==> config.mk <==
export PLATFORM = sky130hd
export DESIGN_NAME = xnor_psum_threshold
export DESIGN_NICKNAME = d
export VERILOG_FILES = /design/src/rtl/xnor_psum_threshold.sv
export SDC_FILE = /design/constraint.sdc
export NUM_CORES = 1
export LEC_CHECK = 0
export ABC_AREA = 1
export CORE_MARGIN = 4
export CORE_UTILIZATION = 30
export DETAILED_ROUTE_END_ITERATION = 12
export HOLD_SLACK_MARGIN = 0.12
export PLACE_DENSITY_LB_ADDON = 0.1
export SLEW_MARGIN = 10
export SYNTH_ARGS = -nofsm -noshare
export SYNTH_HDL_FRONTEND = slang
export SYNTH_SLANG_ARGS = --single-unit
==> constraint.sdc <==
create_clock -name clk -period 3.8 [get_ports clk]
set_input_delay 0.95 -clock clk [delete_from_list [all_inputs] [get_ports clk]]
set_output_delay 0.95 -clock clk [all_outputs]
set_load 0.01 [all_outputs]
==> src/rtl/xnor_psum_threshold.sv <==
// Accumulates per-channel XNOR popcounts into a pixel sum and thresholds it to a binary activation.
// Build option: define XNOR_PSUM_SATURATE_EN to clamp the accumulator on overflow instead of wrapping.
module xnor_psum_threshold #(
  parameter int PSUM_WIDTH = 4,
  parameter int ACC_WIDTH  = 12,
  parameter int CNT_WIDTH  = 8
) (
  input  logic                  clk,
  input  logic                  rst,
  input  logic                  thr_we,
  input  logic [ACC_WIDTH-1:0]  thr_in,
  input  logic                  thr_inv_in,
  input  logic                  psum_valid,
  output logic                  psum_ready,
  input  logic [PSUM_WIDTH-1:0] psum_in,
  input  logic                  psum_last,
  output logic                  act_valid,
  input  logic                  act_ready,
  output logic                  act_out,
  output logic [ACC_WIDTH-1:0]  act_sum,
  output logic [CNT_WIDTH-1:0]  beat_cnt,
  output logic                  ovf
);

  typedef enum logic [0:0] {
    IDLE  = 1'b0,
    ACCUM = 1'b1
  } state_t;

  state_t               state_r;
  logic [ACC_WIDTH-1:0] acc_r;
  logic [ACC_WIDTH-1:0] thr_r;
  logic                 thr_inv_r;

  logic                 beat_take_s;
  logic                 act_take_s;
  logic [ACC_WIDTH-1:0] acc_base_s;
  logic [ACC_WIDTH:0]   sum_s;
  logic [ACC_WIDTH-1:0] acc_next_s;

  // The output register is only one deep, so a beat may enter only if the result slot frees up.
  assign psum_ready  = !act_valid || act_ready;
  assign beat_take_s = psum_valid && psum_ready;
  assign act_take_s  = act_valid && act_ready;

  // Next accumulator value with carry detection; an empty accumulator contributes zero.
  always_comb begin
    acc_base_s = {ACC_WIDTH{1'b0}};
    case (state_r)
      IDLE:    acc_base_s = {ACC_WIDTH{1'b0}};
      ACCUM:   acc_base_s = acc_r;
      default: acc_base_s = {ACC_WIDTH{1'b0}};
    endcase
    sum_s = {1'b0, acc_base_s} + {{(ACC_WIDTH + 1 - PSUM_WIDTH){1'b0}}, psum_in};
`ifdef XNOR_PSUM_SATURATE_EN
    if (sum_s[ACC_WIDTH]) begin
      acc_next_s = {ACC_WIDTH{1'b1}};
    end else begin
      acc_next_s = sum_s[ACC_WIDTH-1:0];
    end
`else
    acc_next_s = sum_s[ACC_WIDTH-1:0];
`endif
  end

  // Group FSM, threshold registers and registered activation outputs.
  always_ff @(posedge clk or posedge rst) begin
    if (rst) begin
      state_r   <= IDLE;
      acc_r     <= {ACC_WIDTH{1'b0}};
      thr_r     <= {ACC_WIDTH{1'b0}};
      thr_inv_r <= 1'b0;
      act_valid <= 1'b0;
      act_out   <= 1'b0;
      act_sum   <= {ACC_WIDTH{1'b0}};
      beat_cnt  <= {CNT_WIDTH{1'b0}};
      ovf       <= 1'b0;
    end else begin
      // Threshold only moves between pixels so a group never sees two thresholds.
      if (thr_we && (state_r == IDLE) && !act_valid) begin
        thr_r     <= thr_in;
        thr_inv_r <= thr_inv_in;
      end

      if (beat_take_s && sum_s[ACC_WIDTH]) begin
        ovf <= 1'b1;
      end

      if (beat_take_s && psum_last) begin
        act_valid <= 1'b1;
        act_sum   <= acc_next_s;
        act_out   <= (acc_next_s >= thr_r) ^ thr_inv_r;
      end else if (act_take_s) begin
        act_valid <= 1'b0;
      end

      if (beat_take_s) begin
        if (psum_last) begin
          acc_r    <= {ACC_WIDTH{1'b0}};
          beat_cnt <= {CNT_WIDTH{1'b0}};
          state_r  <= IDLE;
        end else begin
          acc_r   <= acc_next_s;
          state_r <= ACCUM;
          case (state_r)
            IDLE:    beat_cnt <= {{(CNT_WIDTH-1){1'b0}}, 1'b1};
            ACCUM:   beat_cnt <= beat_cnt + {{(CNT_WIDTH-1){1'b0}}, 1'b1};
            default: beat_cnt <= {CNT_WIDTH{1'b0}};
          endcase
        end
      end
    end
  end

endmodule

== Yosys cells after proc, flatten, opt, wreduce, memory -nomap -nowiden ==
Index checks and enable logic that the tools add are counted.
Word-level totals
  bits in registers: 49
  input port bits: 23
  output and inout bits: 24
  logic and storage cells: 30
Operators by class
  add/subtract/negate cells: 2
  order comparisons: 1
  mux-type cells: 7
  bitwise gates (word level): 2
  reduce and logical (&&, ||, !) cells: 9
Operators by type and width (number)
  $pmux W12 S2: 1
  $pmux W8 S2: 1
  $add A12 B4 Y13: 1
  $ge A12 B12 Y1: 1
  $mux W12: 1
  $add A8 B1 Y8 const B: 1
  $mux W8: 1
  $logic_and A1 B1 Y1: 6
  $mux W1: 3
  $reduce_bool A2 Y1: 1
  $logic_not A1 Y1: 1
  $logic_or A1 B1 Y1: 1
  $not A1 Y1: 1
  $xor A1 B1 Y1: 1

== Depth between registers and ports, before layout ==
  depth after elaboration: 5
  depth in mapped cells: 21
  gate-level depth less buffers: 20

== Worst setup path after synthesis ==
No wires, ideal clock.
  path kind: input port to flip-flop
  start: input port psum_in[0]
  end: register act_out
  library setup time: 0.117 ns
  data arrival time: 2.990 ns
  data required time: 3.683 ns
  slack: 0.692 ns
  stages: 18
  buffers on the path: 0
  cells stage by stage: ha_1 -> inv_1 -> fa_1 -> o21ai_2 -> nand2_2 -> nor2_4 -> nand2_2 -> and2_1 -> ha_1 -> nand2_1 -> nor2_1 -> nand2_1 -> nor2_1 -> nand2_1 -> nand2_1 -> nand2_1 -> nand3_1 -> nand2_1
On the way
  word-level cells in the longest chain between the ends: 3
Ends and longest elaborated chain
  from (decl): RTL line 15  | input logic [PSUM_WIDTH-1:0] psum_in,
  $add A12 B4 Y13: RTL line 54  | sum_s = {1'b0, acc_base_s} + {{(ACC_WIDTH + 1 - PSUM_WIDTH){1'b0}}, psum_in};
  via sum_s[10]: RTL line 38  | logic [ACC_WIDTH:0] sum_s;
  $ge A12 B12 Y1: RTL line 92  | act_out <= (acc_next_s >= thr_r) ^ thr_inv_r;
  $xor A1 B1 Y1: RTL line 92
  to (signal assigned): RTL line 92
  to (decl): RTL line 19  | output logic act_out,
The timed path passes the listed nets, and every way through them passes these cells.
A chain may end at the register's enable or synchronous reset.

== Worst setup path in the final report ==
Same ends and word-level chain as after synthesis.

==> key figures <==
Final layout
  – Area delta synth->final: 25.76%
  – Nets@finish: 434
  – Filler cells: 926
  – Footprint of the multi-input gates: 1270 um^2
  – Share of layout cells above drive strength 1: approximately a tenth
  – Antenna diodes: 0
  – FF/Latch Area: around 1200 um^2

Detailed routing
  – Via count of the routed design: between 2,000 and 2,500
  – DRC: 0
  – Wire per inst: 12.72 um
  – DRT Pass-1 Iters: 4
  – Post-Route WL: about 6400 um
  – DR iter-0 viols: between 50 and 60
  – Vias/cell: 4.466
  – Antenna-violating nets left: 0

Synth
  – Register area share after synthesis: 44.91%
  – Post-synth net total: ~380
  – Largest cells by area after synthesis: dfrtp_1, nand2_1, ha_1, inv_1, nand3_1
  – Number of cells produced by synthesis: 340
  – Post-synth top area cell: dfrtp_1
  – Post-synth EDFFs: 0
  – Average size of a mapped cell: roughly 8 um^2
  – Seq cells post-synth: 49
  – Most instantiated cells after synthesis: nand2_1, dfrtp_1, inv_1, nor2_1, nand3_1
  – Mapped cell area: 2730 um^2
  – Top cell type's share of synthesized area: 44.91%
  – Most common cell in the synthesized netlist: nand2_1
  – Synth Warn #: 0
  – Most frequently used flop master after synthesis: dfrtp_1
  – Synth unique cells: 32
  – Synth async-reset ratio: 100.0%

Power and ir drop
  – Net Sw Frac: 29.67%
  – Gate power share: 23.9%
  – P_leak: around 1.8 nW
  – PwrDens: 364.0 nW/um^2
  – Sw Pwr: between 300 and 400 uW
  – Internal: 878.8 uW
  – Worst vdd ir: 0.1545 mV
  – Clk network pwr share: approximately 27%
  – Seq pwr share: about half

Clock tree
  – # hold bufs at CTS: 0
  – CTS tree: built
  – Number of H-tree levels: 2
  – Post-cts resize count: 0
  – Clock Tree Buf Depth: 2
  – Post-CTS Setup Inserts: 0
  – Clock latency on the worst-skew pair: 0.30 ns
  – Reg clk slew, reported paths: 0.09 ns
  – Clk sink count: slightly below 50
  – CTS buffer count: 5
  – Root buf cell: clkbuf_8

Timing
  – # setup viols final: 0
  – Hold WS: 0.4861 ns
  – Final slew viol count: 0
  – Final Hold Fails: 0
  – Slew HR: 65.92%
  – Max Clk Rate: 292.8 MHz
  – RSZ-0062 raised after global routing: no
  – Period minus WS final: approximately 3.4 ns
  – Clk_skew: 0.006561 ns
  – Setup TNS: 0 ns
  – Final Cycle Share: 89.86%
  – Worst Max-Slew Pin Slew: roughly 0.5 ns
  – Setup slack after layout: 0.3852 ns

Place
  – Dpl ws: 0.08065 ns
  – Global placer's final weighted congestion: 0.8127
  – # port buffers: 46
  – HPWL after detailed placement: about 4800 um

Global routing
  – Vias in the first global route: 2,204
  – Total grt overflow: 0
  – Pin count of the biggest net entering global routing: 27
  – Overall routing resource usage: 12.78%
  – Initial antenna violation count: 0
  – First-pass GRT wire length: ~11,000 um

Floorplanning
  – Num ports: 47
  – Die width: 103.4 um
  – Die Area: 10,690 um^2
  – Initial Util: 31.00%
  – Number of core rows: 34
  – Die Ht: a little over 100 um
  – Placeable Area: 8806 um^2

Setup path
  – Worst Setup Start Kind: input pin
  – Kind of critical path: in -> reg
  – Worst EP arrival: around 3.6 ns
  – CP required: 4.00 ns
  – Cell Chain, Critical Path: clkdlybuf4s50_1, ha_1, inv_1, fa_1, o21ai_2, buf_4, nand2_1, xor2_1, ha_1, nand2_1, inv_1, nand2_1, nand2_1, a21oi_1, nand3_1, nand3_1, nand2_1
  – CP max FO: 3
  – Max incr delay on CP: 0.46 ns
  – Crit. End Element: flop
  – Worst path slowest cell: clkdlybuf4s50_1
  – CP most frequent cell: nand2_1

Outcome
  – Status: completed

Hold path
  – Worst min-delay path class: reg -> reg

Job
  – Max Cap Viol: 0
## worst paths after layout
kind                                         startpoint                       to  slack (ns)  depth (start not counted)
worst max-delay path                         psum_in[0]      act_out$_DFFE_PP0P_        0.39                         17
worst min-delay path            act_sum[11]$_DFFE_PP0P_  act_sum[11]$_DFFE_PP0P_        0.49                          2
worst max register to register      state_r$_DFFE_PP0P_      act_out$_DFFE_PP0P_        0.92                         18
worst min register to register  act_sum[11]$_DFFE_PP0P_  act_sum[11]$_DFFE_PP0P_        0.49                          2
max in group asynchronous                           rst     acc_r[9]$_DFFE_PP0P_        2.05                          3
min in group asynchronous                           rst     thr_r[0]$_DFFE_PP0P_        0.99                          2
## cell type report
class                      count  share of cell area, %
tap                          108                  3.936
timing repair buffer          52                  14.72
multi-input combinational    233                  36.99
clock buffer                   7                  2.806
inverter                      52                  5.685
sequential                    49                  35.71
clock inverter                 1                 0.1458
## metrics by stage
stage	util, %	cell area [um^2]	power (mW)	cells
after detailed placement	37.84	3332	0.9264	494
after global placement	37.84	3332	0.9226	494
final	38.99	3433	1.250	502
after global routing	38.99	3433	1.343	502
after floorplan	-	2730	0.8026	340
after CTS	38.99	3433	1.274	502
## flip-flops by register name, indices dropped and copies added, names as in the netlist
register	count
act_valid	1
ovf	1
state_r	1
beat_cnt	8
thr_inv_r	1
act_out	1
acc_r	12
thr_r	12
act_sum	12
## power by group through the flow
stage               sequential [mW]  combinational [mW]  clock [mW]
CTS                           0.611               0.307       0.355
detailed placement            0.622               0.305           0
global placement              0.621               0.302           0
finish                        0.610               0.299       0.340
global route                  0.617               0.342       0.384
floorplan                     0.624               0.179           0
## cell usage in the layout (no fill, tap or decap), types with 6 or more instances in the layout
cell type	n
buf_4	6
inv_1	45
nand2_1	100
clkdlybuf4s50_1	46
ha_1	17
clkbuf_8	7
inv_2	7
nand3_1	20
nor2_1	22
nand2_2	8
dfrtp_1	49
a21oi_1	19
o21ai_0	16
## critical path, delay by kind of cell
family,cells,cell delay [ns]
buf+inv,4,0.71
xor+xnor,1,0.26
simple gates,7,0.44
fa+ha+maj,3,0.87
compound gates,2,0.39
## cells by family after synthesis
logic type,synth area share (%)
muxes,0.4124
and+or+nand+nor,26.40
DFF,44.91
adders and majority gates,8.524
AOI/OAI and AO/OA,8.341
buffers and inverters,8.570
xor gates and xnor gates,2.842
## layer usage
layer,routed length (um),part of all wire (%),up-vias,track usage [%]
met3,212,3.3,4,2.884
met1,3213,50,1031,17.72
met4,56,0.88,0,2.689
met2,2904,45,38,20.49
met5,0,0,-,0
li1,-,-,1169,-
(Power assumes the default switching activity.)
